`config.mk`:
```
export PLATFORM = sky130hd
export DESIGN_NAME = mux_sel_pipe
export DESIGN_NICKNAME = d
export VERILOG_FILES = /design/src/rtl/mux_sel_pipe.sv
export SDC_FILE = /design/constraint.sdc
export NUM_CORES = 1
export LEC_CHECK = 0
export CAP_MARGIN = 20
export CORE_MARGIN = 4
export CORE_UTILIZATION = 50
export DETAILED_ROUTE_END_ITERATION = 6
export GPL_TIMING_DRIVEN = 0
export PLACE_DENSITY = 0.83
export SYNTH_ARGS = -nofsm -noshare
export SYNTH_HDL_FRONTEND = slang
export SYNTH_SLANG_ARGS = --single-unit
export TNS_END_PERCENT = 50
```
`constraint.sdc`:
```
create_clock -name clk -period 3.5 [get_ports clk]
set_input_delay 0.35 -clock clk [delete_from_list [all_inputs] [get_ports clk]]
set_output_delay 0.35 -clock clk [all_outputs]
set_load 0.02 [all_outputs]
```
`src/rtl/mux_sel_pipe.sv`:
```
// Registered N:1 operand select with valid/ready handshake.
// Two-entry skid storage; illegal selects replay the last legal word.
module mux_sel_pipe #(
  parameter  int WIDTH  = 32,
  parameter  int NUM_IN = 3,
  parameter  int ERR_W  = 8,
  localparam int SEL_W  = $clog2(NUM_IN)
) (
  input  logic                    clk,
  input  logic                    rst_n,
  input  logic [NUM_IN*WIDTH-1:0] in_data,
  input  logic [SEL_W-1:0]        in_sel,
  input  logic                    in_valid,
  output logic                    in_ready,
  output logic [WIDTH-1:0]        out_data,
  output logic                    out_sel_err,
  output logic                    out_valid,
  input  logic                    out_ready,
  output logic [ERR_W-1:0]        err_count
);

  typedef enum logic [1:0] {
    EMPTY = 2'd0,
    ONE   = 2'd1,
    FULL  = 2'd2
  } state_t;

  state_t           state;
  logic [WIDTH-1:0] hold_reg;
  logic [WIDTH-1:0] out_reg;
  logic             out_err;
  logic [WIDTH-1:0] skid_reg;
  logic             skid_err;
  logic             ready_reg;
  logic [WIDTH-1:0] word;
  logic             word_err;
  logic             accept;
  logic             deliver;

  assign accept      = in_valid && ready_reg;
  assign deliver     = out_valid && out_ready;
  assign in_ready    = ready_reg;
  assign out_valid   = (state != EMPTY);
  assign out_data    = out_reg;
  assign out_sel_err = out_err;

  // Decode select: only in-range codes match, anything else replays hold_reg
  always_comb begin
    word     = hold_reg;
    word_err = 1'b1;
    for (int k = 0; k < NUM_IN; k++) begin
      if (in_sel == SEL_W'(k)) begin
        word     = in_data[k*WIDTH +: WIDTH];
        word_err = 1'b0;
      end
    end
  end

  // Track last legal word and count accepted illegal selects (saturating)
  always_ff @(posedge clk or negedge rst_n) begin
    if (!rst_n) begin
      hold_reg  <= '0;
      err_count <= '0;
    end else if (accept) begin
      if (!word_err) begin
        hold_reg <= word;
      end else if (err_count != {ERR_W{1'b1}}) begin
        err_count <= err_count + 1'b1;
      end
    end
  end

  // Output/skid occupancy state machine with registered in_ready
  always_ff @(posedge clk or negedge rst_n) begin
    if (!rst_n) begin
      state     <= EMPTY;
      out_reg   <= '0;
      out_err   <= 1'b0;
      skid_reg  <= '0;
      skid_err  <= 1'b0;
      ready_reg <= 1'b1;
    end else begin
      unique case (state)
        EMPTY: begin
          if (accept) begin
            out_reg <= word;
            out_err <= word_err;
            state   <= ONE;
          end
        end
        ONE: begin
          if (deliver && accept) begin
            out_reg <= word;
            out_err <= word_err;
          end else if (deliver) begin
            state <= EMPTY;
          end else if (accept) begin
            skid_reg  <= word;
            skid_err  <= word_err;
            ready_reg <= 1'b0;
            state     <= FULL;
          end
        end
        FULL: begin
          if (deliver) begin
            out_reg   <= skid_reg;
            out_err   <= skid_err;
            ready_reg <= 1'b1;
            state     <= ONE;
          end
        end
        default: begin
          state     <= EMPTY;
          ready_reg <= 1'b1;
        end
      endcase
    end
  end

endmodule

```
Word-level counts from Yosys, hierarchy flattened
Cells that the tools add are included.

operators by class
  $add $sub $neg = 1
  equal/unequal tests = 12
  muxes and demuxes = 25
  bitwise gates (word level) = 4
  reduce and logical (&&, ||, !) cells = 13

operators by type and width
  cell                                            number
  2-to-1 mux 32 bit                               6
  one-hot mux 32 bit (3 select lines)             1
  inequality test 2 bit (second input constant)   6
  AND reduction 4 bit                             3
  2-to-1 mux 1 bit                                10
  2-to-1 mux 2 bit                                5
  adder 8 x 1 -> 8 bit (second input constant)    1
  inequality test 8 bit (second input constant)   1
  one-hot mux 1 bit (3 select lines)              2
  one-hot mux 2 bit (3 select lines)              1
  AND reduction 5 bit                             1
  == test 2 x 1 -> 1 bit (second input constant)  2
  == test 2 bit (second input constant)           2
  zero test 2 bit                                 2
  NOT 1 bit                                       4
  logical AND 1 bit                               3
  inequality test 3 bit (second input constant)   1
  AND reduction 3 bit                             1
  nonzero test 3 bit                              1
  AND reduction 2 bit                             1
  nonzero test 2 bit                              1

word-level totals
  flip-flop bits (word level) = 109
  bits of input ports = 102
  output and inout bits = 43
  word-level logic and storage cells = 63

Depth between registers and ports, before layout
Gate-level depths: netlist (run 1).

  depth in word-level cells = 6
  mapped depth = 7

Least setup slack after synthesis (run 1)
No wires, ideal clock.

  path type = in2reg
  start point = in in_sel[0]
  end point = reg hold_reg[10]
  setup time = 0.125 ns
  data arrival time = 1.560 ns
  path slack = 1.816 ns
  stages = 4
  path buffers = 1
  cells stage by stage = buf_1 -> mux2_2 -> mux2_2 -> mux2_2

on the way
  word-level cells in the longest chain between the ends = 6
  elaborated cells on any way between the ends = 11
  those cells by class = eq/ne: 2; mux: 6; bitwise: 1; reduce/logical: 2

ends and longest elaborated chain
  element                               line  source
  start: declaration                    12    input logic [SEL_W-1:0] in_sel,
  zero test 2 bit                       52    if (in_sel == SEL_W'(k)) begin
  2-to-1 mux 1 bit (3 in a row)         52
  NOT 1 bit (no source line)            -
  AND reduction 2 bit (no source line)  -
  end signal: assignment                66    hold_reg <= word;
  end: declaration                      29    logic [WIDTH-1:0] hold_reg;

Several ways; a longest one is shown, not always the timed one.
A chain may end at the register's enable or synchronous reset.

Final worst setup path (run 1)
  start point = reg state[1]
  end point = out out_valid

on the way
  word-level cells in the longest chain between the ends = 1

ends and longest elaborated chain
  element                   line  source
  start: declaration        28    state_t state;
  start signal: assignment  76    state <= EMPTY;
  start signal: assignment  88    state <= ONE;
  start signal: assignment  96    state <= EMPTY;
  nonzero test 2 bit        43    assign out_valid = (state != EMPTY);
  end: declaration          17    output logic out_valid,

No other way between the ends.

==> impl_metrics.yaml, run 1 <==
status:
  status: "completed"
critical_path:
  critPathMaxStageDelay_ns: 0.55
  endpoint_kind: "output pin"
  path_cells: "buf_2, or2_2, clkdlybuf4s50_1"
  timing.rr.end: "out_data[29]"
  arrival_ns: 1.75
  critical_path_class: "reg -> out"
  cp_max_fo: 10
  cp_slowest_cell: "clkdlybuf4s50_1"
  r2r-start: "in_ready"
  ff2ff_path_depth: 5
  cp-start-kind: "flop"
  r2r_setup_slack_ns: 1.56
  crit_required_ns: 3.15
cts:
  cts.clk_slew.worst_paths_ns: 0.08
  ctsResizeCount: 0
  cts.sinks: 109
  root_buffer: "clkbuf_16"
  ctsHtreeMaxLevel: 3
  ctsHoldBuffers: 0
  tritoncts: "yes"
  clock_latency_ns: 0.34
  clk_path_buf_depth: 2
  cts_made_buffers: 9
  post_cts_buffers: 0
power_and_ir_drop:
  power_density_mw_per_mm2: 549
  switching_share: 0.306
  seqPwrFrac: 0.413
  internal_power_mw: 2.98
  ir_drop_uv: 346
  p_switching_mw: 1.31
  power_frac_clock: 0.245
  p_leak_nw: 3.47
  p_total_mw: 4.29
  comb_power_share: 0.342
placed_design:
  dp_hpwl_um: 11200
  gp_congestion: 0.784
  postPlaceCellArea_mm2: 0.00750
  pre_cts_ws_ns: 1.13
  port_buffers: 142
global_routing:
  overflow: 0
  grt_pass1_wl_um: 24200
  grt_pass1_vias: 4859
  grt_usage: 0.228
  grt_start_max_net_pins: 63
  antenna_found_initial: 0
flow_run:
  cap_violations: 0
floorplanning:
  pin_count: 145
  rows: 39
  coreArea_mm2: 0.0115
  die_h_um: 116
  die_w_um: 116
  initial_core_util: 0.512
  die_area_mm2: 0.0135
synth:
  netlist_area_mm2: 0.00587
  muxShareOfSynthArea: 0.335
  synth_top_family_by_area: "multiplexers"
  syn_area_per_cell_um2: 12.0
  async_reset_ff_frac: 1.00
  syn_inst: 488
  synth-simple-area-share: 0.0701
  ys.warnings.count: 0
  synthXorXnorAreaFrac: 0.00447
  ys_seq_area_frac: 0.465
  synth_edf_count: 0
  synth-seq-cells: 109
  yosys.area_share.adder: 0.00213
  syn_nets: 591
  synthFlopType: "dfrtp_1"
  synth_compound_area_frac: 0.0899
  ys_types: 38
detailed_routing:
  vias: 4480
  first_pass_iters: 5
  wl_met2_um: 7830
  drt-wirelength-per-cell_um: 19.3
  drt-initial-drc-count: 241
  wl_met3_um: 880
  wl_met1_um: 6230
  ant_nets: 0
  wirelength_um: 15200
  post-route-drc-count: 0
  drt-vias-per-instance: 5.68
  top_layer: "met4"
finish:
  fin_nets: 745
  drive_gt1_frac: 0.310
  stdcell_area_mm2: 0.00781
  mostFrequentLayoutCells: "clkdlybuf4s50_1 (141), mux2_2 (122), dfrtp_1 (108)"
  syn2layout_area_growth_pct: 32.9
  final_common_cell: "clkdlybuf4s50_1"
  diodes: 0
  utilization: 0.681
sta:
  setup_viol: 0
  finalClockSkew_ns: 0.0102
  slew_headroom: 0.533
  tightest_slew_ns: 0.700
  min_period_ns: 2.10
  rsz0062_at_grt: "no"
  finalMaxSlewViolations: 0
  postLayoutSetupSlackWorst_ns: 1.40
  timing.final.crit_share: 0.599
  finalHoldViolations: 0
  fmax_mhz: 477
  tns_ns: 0
worst_hold_path:
  hold_class: "in -> async"
[synth_stat cells, types with 3 or more instances]
cell type	number	area share
a21oi_1	6	0.0051
a22oi_1	32	0.041
a31oi_1	32	0.034
buf_2	16	0.014
buf_6	5	0.0096
clkbuf_1	11	0.0070
dfrtp_1	108	0.46
mux2_1	8	0.015
mux2_2	122	0.23
mux2_4	33	0.084
nand2_1	39	0.025
nand3_1	4	0.0034
nor2_1	39	0.025
xnor2_1	3	0.0045
[logic make-up (layout without fill, tap and decap cells)]
logic type                 after synthesis  in the layout
muxes                                  164            164
buffers and inverters                   36            194
DFF                                    109            109
xor gates and xnor gates                 3              3
adders and majority gates                1              1
AOI/OAI and AO/OA                       78             78
and+or+nand+nor                         97             97
[power groups by stage]
stage | Sequential (mW) | Combinational [mW] | Clock [mW]
finish | 1.77 | 1.47 | 1.05
global route | 1.81 | 1.57 | 1.13
floorplan | 1.99 | 0.562 | 0
global placement | 1.77 | 1.43 | 0
detailed placement | 1.79 | 1.47 | 0
CTS | 1.77 | 1.48 | 1.07
[layer usage]
layer / GRT usage / vias to the layer above
met3: 0.0446 / 16
met2: 0.400 / 127
met1: 0.286 / 2256
li1: - / 2081
met4: 0.0688 / 0
met5: 0 / -
[how the worst max path moves through the flow]
stage / slack, ns / start / endpoint / cells after the start
floorplan: 1.82 / in_sel[0] / hold_reg[10] / 4
global placement: -2.03 / rst_n / err_count[1] / 1
detailed placement: 1.13 / out_ready / skid_reg[7] / 6
CTS: 1.41 / state[1] / out_valid / 3
global route: 1.34 / state[1] / out_valid / 3
finish: 1.40 / state[1] / out_valid / 3
[through the flow]
| stage | instances | hold WS (ns) |
|---|---|---|
| 2_1_floorplan | 488 | 0.0544 |
| 3_3_place_gp | 773 | 0.481 |
| 3_5_place_dp | 774 | 0.421 |
| 4_1_cts | 789 | 0.0573 |
| 5_1_grt | 789 | 0.0757 |
| 6_report | 789 | 0.0260 |
[worst max-delay path, delay by kind of cell (launching register included)]
kind                   cells  cell delay [ns]
DFF                        1             0.37
and+or+nand+nor            1             0.32
buffers and inverters      2             0.72
[final cells by class]
type,count,area (µm²)
multi-input cells,343,2950
clock inverters,5,67.6
clock buffers,10,239
plain buffers,36,198
flip-flops and latches,109,2730
fillers,859,3660
repair buffers,143,1450
well taps,143,179
No activity file was read; power rests on OpenSTA's default activity.
==> run 2, diff against run 1 <==
- clock period: 3.5 -> 2.15 ns (I/O delays scaled with it)
==> run 2 against run 1 <==
Net effect:
- hold slack improved by 0.36 ns
- worst setup slack lost 1.2 ns
- sequential power up 63%
- combinational power grew 63%
- clock-buffer cell count is the same
- total power is 63% higher
- critical endpoint is now out_data[12]
==> impl_metrics.yaml, run 2 (synthesized netlist as in run 1, its figures left out) <==
status:
  status: "completed"
finish:
  mostFrequentLayoutCells: "clkdlybuf4s50_1 (141), mux2_2 (122), dfrtp_1 (108)"
  syn2layout_area_growth_pct: 33.1
  fillers: 858
  diodes: 0
  drive_gt1_frac: 0.309
  stdcell_area_mm2: 0.00782
  utilization: 0.682
  fin_nets: 746
  final_common_cell: "clkdlybuf4s50_1"
critical_path:
  r2r_setup_slack_ns: 0.19
  cp-start-kind: "flop"
  crit_required_ns: 2.41
  critPathMaxStageDelay_ns: 0.61
  critPathTopFamily: "flip-flops"
  cp_num_buf_inv: 1
  arrival_ns: 2.22
  path_cells: "nand2_1, o31ai_2, clkbuf_1, nor2_1, a31oi_1"
  cp_max_fo: 10
  endpoint_kind: "flop"
  critical_path_class: "reg -> reg"
  ff2ff_path_depth: 5
  cp_num_cells: 5
  cp_slowest_cell: "dfstp_2"
detailed_routing:
  post-route-drc-count: 0
  vias: 4485
  drt-wirelength-per-cell_um: 19.2
  drt-vias-per-instance: 5.68
  wirelength_um: 15200
  first_pass_iters: 5
  ant_nets: 0
  drt-initial-drc-count: 269
cts:
  clk_path_buf_depth: 2
  cts.sinks: 109
  ctsHtreeMaxLevel: 3
  cts_made_buffers: 9
  root_buffer: "clkbuf_16"
  post_cts_buffers: 0
  cts.clk_slew.worst_paths_ns: 0.07
  clock_latency_ns: 0.34
  tritoncts: "yes"
sta:
  min_period_ns: 1.96
  finalMaxSlewViolations: 0
  finalHoldViolations: 0
  fmax_mhz: 510
  setup_viol: 0
  rsz0062_at_grt: "no"
  finalClockSkew_ns: 0.00949
  slew_headroom: 0.535
  timing.final.crit_share: 0.912
  tightest_slew_ns: 0.698
floorplanning:
  rows: 39
  die_w_um: 116
  pin_count: 145
  initial_core_util: 0.512
  coreArea_mm2: 0.0115
  die_h_um: 116
  die_area_mm2: 0.0135
flow_run:
  cap_violations: 0
global_routing:
  grt_pass1_wl_um: 24200
  grt_usage: 0.228
  grt_start_max_net_pins: 63
  grt_pass1_vias: 4865
  overflow: 0
  antenna_found_initial: 0
worst_hold_path:
  holdPathStages: 5
  hold_class: "in -> reg"
placed_design:
  port_buffers: 142
  gp_congestion: 0.784
  postPlaceCellArea_mm2: 0.00750
  dp_hpwl_um: 11200
power_and_ir_drop:
  switching_share: 0.305
  power_density_mw_per_mm2: 893
  p_leak_nw: 3.47
  power_frac_clock: 0.245
  ir_drop_uv: 564
  seqPwrFrac: 0.413
  internal_power_mw: 4.85
  p_total_mw: 6.98
  p_switching_mw: 2.13
  comb_power_share: 0.342
## run 2: cell types whose count changed in the layout (fill, tap and decap cells not counted)
cell,before,now
dlygate4sd3_1,0,1
## run 2: worst paths after layout
| path | from | endpoint |
|---|---|---|
| setup / recovery | in_ready | out_data[12] |
| hold / removal | in_sel[0] | out_sel_err |
| setup reg to reg | in_ready | out_data[12] |
| hold reg to reg | skid_reg[4] | skid_reg[4] |
| max in group asynchronous | rst_n | in_ready |
| min in group asynchronous | rst_n | out_data[14] |
## run 2: metal layers
metal	wire [µm]	track usage	share of wire	vias to the layer above
met5	0	0	0	-
met4	316	0.0688	0.021	0
met3	834	0.0446	0.055	21
met2	7780	0.400	0.51	131
met1	6260	0.286	0.41	2255
li1	-	-	-	2078
## run 2: area by class of cell
class / count / area [µm²] / share of cell area
plain buffers: 36 / 198 / 0.0253
clock buffers: 10 / 239 / 0.0306
clock inverters: 5 / 67.6 / 0.00864
multi-input cells: 343 / 2950 / 0.377
flip-flops and latches: 109 / 2730 / 0.349
well taps: 143 / 179 / 0.0229
repair buffers: 144 / 1460 / 0.186
## run 2: what timing repair did
item	CTS	global route
hold endpoints to repair	47	0
hold buffers	1	0
gates resized for setup	0	0
## run 2: per-stage QoR
step                setup WS [ns]  hold slack [ns]  TNS, ns  cells
floorplan                   0.501          -0.0806        0    488
CTS                         0.196            0.378        0    790
finish                      0.190            0.385        0    790
global placement            -3.24            0.481  -352.44    773
global route               0.0361            0.406        0    790
detailed placement        -0.0802            0.286    -1.66    774
## run 2: tightest hold or removal path, cell delays in order
cell	delay (ns)
buf_6	0.13
nand2_1	0.11
nor2_1	0.05
a21oi_1	0.10
a21oi_1	0.07
## run 2: power by group through the flow
stage	registers, mW	clock network (mW)	logic, mW
after global placement	2.88	0	2.32
after floorplan	3.25	0	0.915
after global routing	2.94	1.83	2.56
final	2.88	1.71	2.39
after detailed placement	2.92	0	2.40
after CTS	2.88	1.75	2.41
==> run 3, diff against run 2 <==
- CORE_MARGIN: 4 -> 1
==> run 3 against run 2 <==
Net effect:
- final area is 0.26% lower
- sequential share of layout area is 0.090 points higher
- via count is 0.91% higher
- flip-flop and latch count stayed put
- die area is 10% lower
- register-to-register slack worse by 0.04 ns
- utilization is 0.12 points higher
- critical path type unchanged
- largest cell class unchanged
- largest power group unchanged
- highest routed layer unchanged
==> impl_metrics.yaml, run 3 (synthesized netlist as in run 1, its figures left out) <==
status:
  status: "completed"
detailed_routing:
  wirelength_um: 15100
  drt-initial-drc-count: 254
  drt-wirelength-per-cell_um: 19.1
  drt-vias-per-instance: 5.72
  post-route-drc-count: 0
  vias: 4526
  ant_nets: 0
  first_pass_iters: 4
floorplanning:
  pin_count: 145
  die_h_um: 110
  die_w_um: 110
  coreArea_mm2: 0.0114
  rows: 39
  die_area_mm2: 0.0122
  initial_core_util: 0.514
critical_path:
  cp_max_fo: 10
  crit_required_ns: 2.35
  endpoint_kind: "flop"
  critical_path_class: "reg -> reg"
  arrival_ns: 2.20
  cp-start-kind: "flop"
global_routing:
  grt_usage: 0.256
  grt_start_max_net_pins: 65
  grt_pass1_wl_um: 23300
  overflow: 0
  antenna_found_initial: 0
  grt_pass1_vias: 4647
sta:
  setup_viol: 0
  rsz0062_at_grt: "no"
  tightest_slew_ns: 0.735
  fmax_mhz: 500
  finalHoldViolations: 0
  finalClockSkew_ns: 0.00528
  min_period_ns: 2.00
  slew_headroom: 0.510
  finalMaxSlewViolations: 0
  timing.final.crit_share: 0.930
  timing.hold.ws_ns: 0.404
cts:
  clock_latency_ns: 0.34
  root_buffer: "clkbuf_16"
  clk_path_buf_depth: 2
  post_cts_buffers: 0
  tritoncts: "yes"
  cts.sinks: 109
  cts_made_buffers: 9
  ctsHtreeMaxLevel: 3
  cts.clk_slew.worst_paths_ns: 0.07
finish:
  multiInputGateArea_mm2: 0.00295
  diodes: 0
  utilization: 0.683
  final_common_cell: "clkdlybuf4s50_1"
  syn2layout_area_growth_pct: 32.7
  seq_area_mm2: 0.00273
  stdcell_area_mm2: 0.00780
  fillers: 865
  drive_gt1_frac: 0.309
  fin_nets: 746
  mostFrequentLayoutCells: "clkdlybuf4s50_1 (141), mux2_2 (122), dfrtp_1 (108)"
placed_design:
  gp_congestion: 0.797
  postPlaceCellArea_mm2: 0.00750
  dp_hpwl_um: 11000
  port_buffers: 142
worst_hold_path:
  hold_class: "in -> reg"
power_and_ir_drop:
  ir_drop_uv: 621
  power_density_mw_per_mm2: 884
  p_leak_nw: 3.46
flow_run:
  cap_violations: 0
## run 3: per-layer routing
layer,vias to the layer above,global-route usage,share of wire
met3,12,0.0406,0.060
met4,0,0.0836,0.012
li1,2096,-,-
met1,2271,0.318,0.42
met5,-,0,0
met2,147,0.453,0.51
## run 3: final timing paths
check	from	endpoint	slack, ns	cells past startpoint
max	in_ready	out_data[25]	0.15	5
min reg2reg	hold_reg[10]	hold_reg[10]	0.51	1
min in group asynchronous	rst_n	out_data[8]	0.43	2
max reg2reg	in_ready	out_data[25]	0.15	5
max in group asynchronous	rst_n	in_ready	0.95	3
min	in_sel[0]	out_sel_err	0.40	5
## run 3: timing repair
item                      in CTS  in global routing
hold endpoints to repair      45                  0
resized for setup              0                  0
hold buffers                   1                  0
## run 3: cell type report
type                    count  share of cell area
multi-input cells         343               0.378
flip-flops and latches    109               0.350
repair buffers            144               0.187
clock buffers              11              0.0311
plain buffers              36              0.0254
well taps                 143              0.0229
clock inverters             5             0.00562
## run 3: per-stage QoR
| stage | setup TNS [ns] | setup WS [ns] | total power [mW] | instances |
|---|---|---|---|---|
| finish | 0 | 0.151 | 6.89 | 791 |
| global route | 0 | 0.0195 | 7.23 | 791 |
| CTS | 0 | 0.174 | 6.92 | 791 |
| detailed placement | -1.52 | -0.0503 | 5.33 | 774 |
| global placement | -348.59 | -3.21 | 5.20 | 773 |
| floorplan | 0 | 0.501 | 4.16 | 488 |
## run 3: critical path, cell delays in order (launching register included)
cell and delay [ns]:
dfstp_2 0.60, nand2_1 0.14, o31ai_2 0.36, buf_2 0.30, buf_2 0.31, a31oi_1 0.14
## run 3: power by group
| part | internal [mW] | total, mW | switching (mW) |
|---|---|---|---|
| Sequential | 2.58 | 2.89 | 0.314 |
| Combinational | 1.32 | 2.40 | 1.07 |
| Clock | 0.834 | 1.60 | 0.770 |
| Total | 4.73 | 6.89 | 2.16 |
